--- src/rtl/bsg_wormhole_traffic_gen_if.sv ---
// Ready-and flit channel: valid/data from the sender, ready_and back from the receiver.
interface bsg_wormhole_traffic_gen_if #(parameter int flit_width_p = 32);
  logic                    v;
  logic [flit_width_p-1:0] data;
  logic                    ready_and;

  modport master (output v, output data, input  ready_and);
  modport slave  (input  v, input  data, output ready_and);
endinterface

--- src/rtl/bsg_wormhole_traffic_gen.sv ---
// bsg_wormhole_traffic_gen: self-checking wormhole packet source (TX) and sink (RX).
// TX emits sequence-numbered packets whose payload length cycles with the sequence;
// RX checks returned packets for routing fields, order and payload, with a sticky error.
// Optional feature macro: BSG_WORMHOLE_TRAFFIC_GEN_STALL_EN (LFSR-driven TX/RX bubbles).
module bsg_wormhole_traffic_gen #(
  parameter int flit_width_p = 32,
  parameter int cord_width_p = 8,
  parameter int len_width_p  = 4,
  parameter int cid_width_p  = 2,
  parameter int seq_width_p  = 8
) (
  input  logic                    clk_i,
  input  logic                    reset_n_i,
  input  logic                    en_i,
  input  logic [cord_width_p-1:0] my_cord_i,
  input  logic [cid_width_p-1:0]  my_cid_i,
  input  logic [cord_width_p-1:0] dest_cord_i,
  input  logic [cid_width_p-1:0]  dest_cid_i,
  bsg_wormhole_traffic_gen_if.master out_if,
  bsg_wormhole_traffic_gen_if.slave  in_if,
  output logic [31:0]             sent_o,
  output logic [31:0]             received_o,
  output logic                    error_o
);

  // Header field offsets, LSB up: cord | len | dest cid | src cid | seq | pad
  localparam int LEN_LSB  = cord_width_p;
  localparam int DCID_LSB = LEN_LSB + len_width_p;
  localparam int SCID_LSB = DCID_LSB + cid_width_p;
  localparam int SEQ_LSB  = SCID_LSB + cid_width_p;
  localparam int HDR_W    = SEQ_LSB + seq_width_p;
  localparam int PAY_W    = seq_width_p + len_width_p;

  localparam logic [1:0] TX_IDLE = 2'd0;
  localparam logic [1:0] TX_HDR  = 2'd1;
  localparam logic [1:0] TX_BODY = 2'd2;
  localparam logic [0:0] RX_HDR  = 1'b0;
  localparam logic [0:0] RX_BODY = 1'b1;

  localparam logic [len_width_p-1:0] K_ONE = len_width_p'(1);
  localparam logic [seq_width_p-1:0] S_ONE = seq_width_p'(1);

  if (flit_width_p < HDR_W) begin : g_width_chk
    $error("bsg_wormhole_traffic_gen: flit_width_p too narrow for header fields");
  end

  // ---------------- TX ----------------
  logic [1:0]              r_tx_st;
  logic [seq_width_p-1:0]  r_tx_seq;
  logic [len_width_p-1:0]  r_tx_k;
  logic [cord_width_p-1:0] r_dest_cord;
  logic [cid_width_p-1:0]  r_dest_cid;
  logic [31:0]             r_sent;
  logic [len_width_p-1:0]  w_tx_len;
  logic                    w_tx_v, w_tx_fire, w_tx_gate, w_rx_gate;
  logic [flit_width_p-1:0] w_hdr, w_pay;

`ifdef BSG_WORMHOLE_TRAFFIC_GEN_STALL_EN
  logic [15:0] r_lfsr;
  logic        r_tx_pend;

  // Free-running LFSR (x^16+x^14+x^13+x^11+1) that decides bubble cycles
  always_ff @(posedge clk_i) begin
    if (!reset_n_i) r_lfsr <= 16'hACE1;
    else            r_lfsr <= {r_lfsr[14:0], r_lfsr[15] ^ r_lfsr[13] ^ r_lfsr[12] ^ r_lfsr[10]};
  end

  // Remember an offered-but-unaccepted flit so a bubble can never retract it
  always_ff @(posedge clk_i) begin
    if (!reset_n_i) r_tx_pend <= 1'b0;
    else            r_tx_pend <= w_tx_v & ~out_if.ready_and;
  end

  assign w_tx_gate = r_lfsr[0] | r_tx_pend;
  assign w_rx_gate = r_lfsr[1];
`else
  assign w_tx_gate = 1'b1;
  assign w_rx_gate = 1'b1;
`endif

  // Length is a function of the sequence number, so lengths sweep the full range
  assign w_tx_len  = r_tx_seq[len_width_p-1:0];
  assign w_tx_v    = (r_tx_st != TX_IDLE) & w_tx_gate;
  assign w_tx_fire = w_tx_v & out_if.ready_and;

  // Assemble header and current payload flit
  always_comb begin
    w_hdr = '0;
    w_hdr[LEN_LSB-1:0]          = r_dest_cord;
    w_hdr[DCID_LSB-1:LEN_LSB]   = w_tx_len;
    w_hdr[SCID_LSB-1:DCID_LSB]  = r_dest_cid;
    w_hdr[SEQ_LSB-1:SCID_LSB]   = my_cid_i;
    w_hdr[HDR_W-1:SEQ_LSB]      = r_tx_seq;
    w_pay = '0;
    w_pay[PAY_W-1:0]            = {r_tx_seq, r_tx_k};
  end

  assign out_if.v    = w_tx_v;
  assign out_if.data = (r_tx_st == TX_HDR) ? w_hdr : w_pay;
  assign sent_o      = r_sent;

  // TX packet sequencer: IDLE -> HDR -> BODY(1..len) -> IDLE
  always_ff @(posedge clk_i) begin
    if (!reset_n_i) begin
      r_tx_st     <= TX_IDLE;
      r_tx_seq    <= '0;
      r_tx_k      <= '0;
      r_dest_cord <= '0;
      r_dest_cid  <= '0;
      r_sent      <= '0;
    end else begin
      case (r_tx_st)
        TX_IDLE: if (en_i) begin
          r_tx_st     <= TX_HDR;
          r_tx_k      <= '0;
          r_dest_cord <= dest_cord_i;
          r_dest_cid  <= dest_cid_i;
        end
        TX_HDR: if (w_tx_fire) begin
          if (w_tx_len == '0) begin
            r_tx_st  <= TX_IDLE;
            r_tx_seq <= r_tx_seq + S_ONE;
            r_sent   <= r_sent + 32'd1;
          end else begin
            r_tx_st <= TX_BODY;
            r_tx_k  <= K_ONE;
          end
        end
        TX_BODY: if (w_tx_fire) begin
          if (r_tx_k == w_tx_len) begin
            r_tx_st  <= TX_IDLE;
            r_tx_seq <= r_tx_seq + S_ONE;
            r_sent   <= r_sent + 32'd1;
          end else begin
            r_tx_k <= r_tx_k + K_ONE;
          end
        end
        default: r_tx_st <= TX_IDLE;
      endcase
    end
  end

  // ---------------- RX ----------------
  logic [0:0]              r_rx_st;
  logic [seq_width_p-1:0]  r_rx_seq;
  logic [len_width_p-1:0]  r_rx_k, r_rx_len;
  logic [31:0]             r_received;
  logic                    r_error, r_rx_en;
  logic                    w_rx_fire, w_hdr_ok, w_pay_ok;
  logic [len_width_p-1:0]  w_rx_len;
  logic [flit_width_p-1:0] w_exp_pay;

  assign in_if.ready_and = r_rx_en & w_rx_gate;
  assign w_rx_fire       = in_if.v & in_if.ready_and;
  assign w_rx_len        = in_if.data[DCID_LSB-1:LEN_LSB];
  assign w_hdr_ok        = (in_if.data[LEN_LSB-1:0]         == my_cord_i) &&
                           (in_if.data[SCID_LSB-1:DCID_LSB] == my_cid_i)  &&
                           (in_if.data[HDR_W-1:SEQ_LSB]     == r_rx_seq);

  // Expected payload is checked over the full flit so the pad must be zero too
  always_comb begin
    w_exp_pay = '0;
    w_exp_pay[PAY_W-1:0] = {r_rx_seq, r_rx_k};
  end
  assign w_pay_ok = (in_if.data == w_exp_pay);

  assign received_o = r_received;
  assign error_o    = r_error;

  // RX checker: header fields then payload flits; errors are sticky, checking goes on
  always_ff @(posedge clk_i) begin
    if (!reset_n_i) begin
      r_rx_st    <= RX_HDR;
      r_rx_seq   <= '0;
      r_rx_k     <= '0;
      r_rx_len   <= '0;
      r_received <= '0;
      r_error    <= 1'b0;
      r_rx_en    <= 1'b0;
    end else begin
      r_rx_en <= 1'b1;
      if (w_rx_fire) begin
        if (r_rx_st == RX_HDR) begin
          if (!w_hdr_ok) r_error <= 1'b1;
          if (w_rx_len == '0) begin
            r_rx_seq   <= r_rx_seq + S_ONE;
            r_received <= r_received + 32'd1;
          end else begin
            r_rx_st  <= RX_BODY;
            r_rx_len <= w_rx_len;
            r_rx_k   <= K_ONE;
          end
        end else begin
          if (!w_pay_ok) r_error <= 1'b1;
          if (r_rx_k == r_rx_len) begin
            r_rx_st    <= RX_HDR;
            r_rx_seq   <= r_rx_seq + S_ONE;
            r_received <= r_received + 32'd1;
          end else begin
            r_rx_k <= r_rx_k + K_ONE;
          end
        end
      end
    end
  end

endmodule

--- src/flat_wrapper.sv ---
// flat-port wrapper written by rule: the top's interface ports become plain ports
module bsg_wormhole_traffic_gen_flat 
#(
  parameter int flit_width_p = 32,
  parameter int cord_width_p = 8,
  parameter int len_width_p  = 4,
  parameter int cid_width_p  = 2,
  parameter int seq_width_p  = 8
)
  (clk_i, reset_n_i, en_i, my_cord_i, my_cid_i, dest_cord_i, dest_cid_i, sent_o, received_o, error_o, out_if_v, out_if_data, out_if_ready_and, in_if_v, in_if_data, in_if_ready_and);
  bsg_wormhole_traffic_gen_if #(.flit_width_p(flit_width_p)) out_if_i ();
  bsg_wormhole_traffic_gen_if #(.flit_width_p(flit_width_p)) in_if_i ();
  input  logic clk_i;
  input  logic reset_n_i;
  input  logic en_i;
  input  logic [cord_width_p-1:0] my_cord_i;
  input  logic [cid_width_p-1:0] my_cid_i;
  input  logic [cord_width_p-1:0] dest_cord_i;
  input  logic [cid_width_p-1:0] dest_cid_i;
  output logic [31:0] sent_o;
  output logic [31:0] received_o;
  output logic error_o;
  output wire logic [$bits(out_if_i.v)-1:0] out_if_v;
  output wire logic [$bits(out_if_i.data)-1:0] out_if_data;
  input wire logic [$bits(out_if_i.ready_and)-1:0] out_if_ready_and;
  input wire logic [$bits(in_if_i.v)-1:0] in_if_v;
  input wire logic [$bits(in_if_i.data)-1:0] in_if_data;
  output wire logic [$bits(in_if_i.ready_and)-1:0] in_if_ready_and;
  assign out_if_v = out_if_i.v;
  assign out_if_data = out_if_i.data;
  assign out_if_i.ready_and = out_if_ready_and;
  assign in_if_i.v = in_if_v;
  assign in_if_i.data = in_if_data;
  assign in_if_ready_and = in_if_i.ready_and;
  bsg_wormhole_traffic_gen #(.flit_width_p(flit_width_p), .cord_width_p(cord_width_p), .len_width_p(len_width_p), .cid_width_p(cid_width_p), .seq_width_p(seq_width_p)) u_core (.clk_i(clk_i), .reset_n_i(reset_n_i), .en_i(en_i), .my_cord_i(my_cord_i), .my_cid_i(my_cid_i), .dest_cord_i(dest_cord_i), .dest_cid_i(dest_cid_i), .out_if(out_if_i), .in_if(in_if_i), .sent_o(sent_o), .received_o(received_o), .error_o(error_o));
endmodule
--- config.mk ---
export PLATFORM = sky130hd
export DESIGN_NAME = bsg_wormhole_traffic_gen_flat
export DESIGN_NICKNAME = d
export VERILOG_FILES = /design/src/rtl/bsg_wormhole_traffic_gen_if.sv /design/src/rtl/bsg_wormhole_traffic_gen.sv /design/src/flat_wrapper.sv
export SDC_FILE = /design/constraint.sdc
export NUM_CORES = 1
export LEC_CHECK = 0
export BUFFER_PORTS_ARGS = -buffer_cell sky130_fd_sc_hd__buf_2
export CAP_MARGIN = 20
export CORE_MARGIN = 2
export CORE_UTILIZATION = 48
export CTS_BUF_LIST = sky130_fd_sc_hd__clkbuf_4 sky130_fd_sc_hd__clkbuf_8
export DETAILED_ROUTE_END_ITERATION = 16
export PLACE_DENSITY = 0.75
export SLEW_MARGIN = 20
export SYNTH_ARGS = -nofsm -noshare
export SYNTH_HDL_FRONTEND = slang
export SYNTH_SLANG_ARGS = --single-unit
--- constraint.sdc ---
create_clock -name clk_i -period 4.1 [get_ports clk_i]
set_input_delay 0.41 -clock clk_i [delete_from_list [all_inputs] [get_ports clk_i]]
set_output_delay 0.41 -clock clk_i [all_outputs]
set_load 0.02 [all_outputs]
==> impl_results.md <==
* CP endpoint kind: flip-flop
* Worst VDD drop at 240 µV
* Fmax at around 0.34 GHz
* Flops & latches, synth at 107
* Slew HR at between 30% and 40%
* Vias at 5,527
* Antenna cell count at 0
* Setup bufs post-CTS at 0
* Final period util at 71.5%
* Tot GR Track Use at between 20% and 30%
* GR Util met3 at around 5.2%
* CP max-delay cell: ha_1
* Initial core utilization at 48.7%
* WS Path Type: reg -> reg
* Core ar. at 0.0119 mm²
* CTS Buffer Depth at 2
* Remaining DRCs at 0
* Total gr overflow at 0
* GRT busiest layer: met2
* Dominant synthesized flop cell: dfxtp_1
* Count leader, synth: dfxtp_1
* Wirelength per Cell at approximately 15 µm
* Fill cells at roughly 1,200
* First-pass GRT wire length at ~24,000 µm
* Final setup viols at 0
* Site Rows at 40
* Final slew viol count at 0
* Grt met2 use at 35.8%
* Hold crit path type: in -> reg
* Placed cell areas at 0.00657 mm²
* Status: complete, no violations
* Cell area after layout at between 0.006 and 0.007 mm²
* Final wirelength at ~14,000 µm
* Count of different cell masters after synthesis at 56
* Synth-to-Final Area Change at 16.3%
* YS warnings at 0
* Required time of the worst setup path at approximately 4.4 ns
* Dpl ws at 1.19 ns
* Clk slew on worst S/H paths at 0.10 ns
* Setup_tns at 0 ns
* Largest net degree at the start of global routing at 55
* Post-cts sizing count at 0
* Cells after Synth at 703
* Hold Vio Cnt, Final at 0
* Final ANT Viol Nets at 0
* Critical path arrival at 3.22 ns
* Max cap viols at 0
* Power Density at 298 mW/mm²
* Vias in the first global route at 4,912
* Htree depth at 3
* Vias per std cell at 5.67
* Die W at roughly 110 µm
* Die Y at approximately 110 µm
* Root Driver: clkbuf_8
* Crit-path cells: inv_1 > ha_1 > a21oi_1 > o211ai_4 > buf_4 > nor4_1 > o21a_1
* Die Area at between 0.01 and 0.015 mm²
* TritonCTS clock tree: done
* CP startpoint kind: flip-flop
* Biggest area consumer among synthesized cells: dfxtp_1
* Antenna violations before repair at 0
* IO Port Bufs at 147
* Final setup margin at 1.17 ns
* Worst clock skew at around 0.014 ns
* Final #Nets at 890
* DP HPWL at 10,200 µm
* Cell Area, Synth at 0.00580 mm²
* Reg2reg setup slack at 1.17 ns
* Tmin final at 2.93 ns
* Seq/Total Area, Yosys at approximately 37%
* Post-cts hold buffer count at 0
* Share of layout cells above drive strength 1 at between 20% and 30%
* Slowest cell delay on critical path at about 0.80 ns
* Num CTS Buffers at 9
* Worst-Margin Slew at 0.982 ns
* First-iteration detailed-routing DRC count at around 400
* RSZ-0062 raised after global routing: false
* P_leak at 2.59 nW
* Top cell type's share of synthesized area at 36.9%
* Asr flop ratio synth at 0%
* Worst skew pair latency at 0.38 ns
* Top cells by area, synth: dfxtp_1 37%, xnor2_1 8.2%, a21oi_1 5.7%
* EDFF count, synth at 0
* CP max FO at 31
* IO Pins at 156
* Top cells by count, synth: 107 x dfxtp_1, 66 x a21oi_1, 54 x xnor2_1, 51 x nand2_1, 46 x nor2_1
* Sink Count at 107
* TritonRoute pass-1 iters at 5
* Gpl congestion at 0.872
* Syn Area/Cell at ~8.3 µm²
* Met1 Usage GRT at slightly below 30%
==> worst max-delay path, delay by kind of cell (launching register included) <==
kind | cells | cell delay [ns]
compound gates | 3 | 1.20
fa+ha+maj | 1 | 0.80
buf+inv | 2 | 0.42
flops | 1 | 0.34
simple gates | 1 | 0.08
==> area by class of cell <==
| cell class | instances | area, µm² | area share, % |
|---|---|---|---|
| Multi-Input combinational cell | 532 | 3400 | 50.3 |
| Sequential cell | 107 | 2140 | 31.7 |
| Timing Repair Buffer | 152 | 773 | 11.5 |
| Clock buffer | 11 | 145 | 2.15 |
| Clock inverter | 5 | 28.8 | 0.426 |
| Inverter | 21 | 78.8 | 1.17 |
| Tap cell | 147 | 184 | 2.73 |
==> routing by layer <==
metal	up-vias	part of all wire, %
met5	-	0
met4	0	1.6
met3	20	4.7
met2	144	47
met1	2572	47
li1	2791	-
==> cells by family after synthesis <==
group | Yosys count | synth area share, %
simple gates | 282 | 27.3
compound gates | 152 | 15.8
flops | 107 | 36.9
buf+inv | 71 | 5.30
xor+xnor | 67 | 10.1
mux | 13 | 2.35
fa+ha+maj | 10 | 2.16
other cells | 1 | 0.0646
==> registers in the layout (all words and copies together), names as in the netlist <==
signal	count
u_core.r_tx_seq	8
u_core.r_rx_st	1
u_core.r_rx_k	4
u_core.r_rx_seq	8
u_core.r_rx_len	4
u_core.in_if.ready_and	1
u_core.r_tx_st	2
u_core.r_dest_cid	2
u_core.sent_o	32
u_core.r_tx_k	4
u_core.r_dest_cord	8
u_core.error_o	1
u_core.received_o	32
==> power by group <==
part | total [mW] | switching [mW] | internal (mW)
Sequential | 1.09 | 0.0245 | 1.06
Combinational | 0.326 | 0.213 | 0.112
Clock | 0.600 | 0.358 | 0.242
==> path summary, 6_finish.rpt <==
path                             start              endpoint  cells after the start
hold reg to reg   u_core.r_dest_cid[0]  u_core.r_dest_cid[0]                      2
setup / recovery     u_core.r_tx_st[1]     u_core.sent_o[16]                      7
hold / removal           dest_cid_i[0]  u_core.r_dest_cid[0]                      3
setup reg to reg     u_core.r_tx_st[1]     u_core.sent_o[16]                      7
==> stage by stage <==
stage / hold WS, ns / cells / total power, mW / util [%]
after floorplan: 0.432 / 710 / 1.33 / -
after global placement: 0.440 / 959 / 1.43 / 55.2
after detailed placement: 0.444 / 959 / 1.43 / 55.2
after CTS: 0.236 / 975 / 2.03 / 56.6
after global routing: 0.230 / 975 / 2.12 / 56.6
final: 0.258 / 975 / 2.01 / 56.6
==> cells in the final DEF, fill, tap and decap left out, drive strengths merged, types with 3 or more instances in the layout <==
cell / n
a211oi: 3
a21o: 5
a21oi: 67
and2: 14
and3: 6
and4: 7
buf: 152
clkbuf: 11
clkinv: 5
conb: 8
dfxtp: 107
ha: 10
inv: 21
mux2: 5
mux2i: 8
nand2: 51
nand3: 30
nand4: 27
nor2: 46
nor3: 12
nor4: 18
nor4b: 7
o21ai: 35
o31ai: 24
or2: 3
or3: 25
or4: 26
xnor2: 54
xor2: 13
No activity file was read; power rests on OpenSTA's default activity.
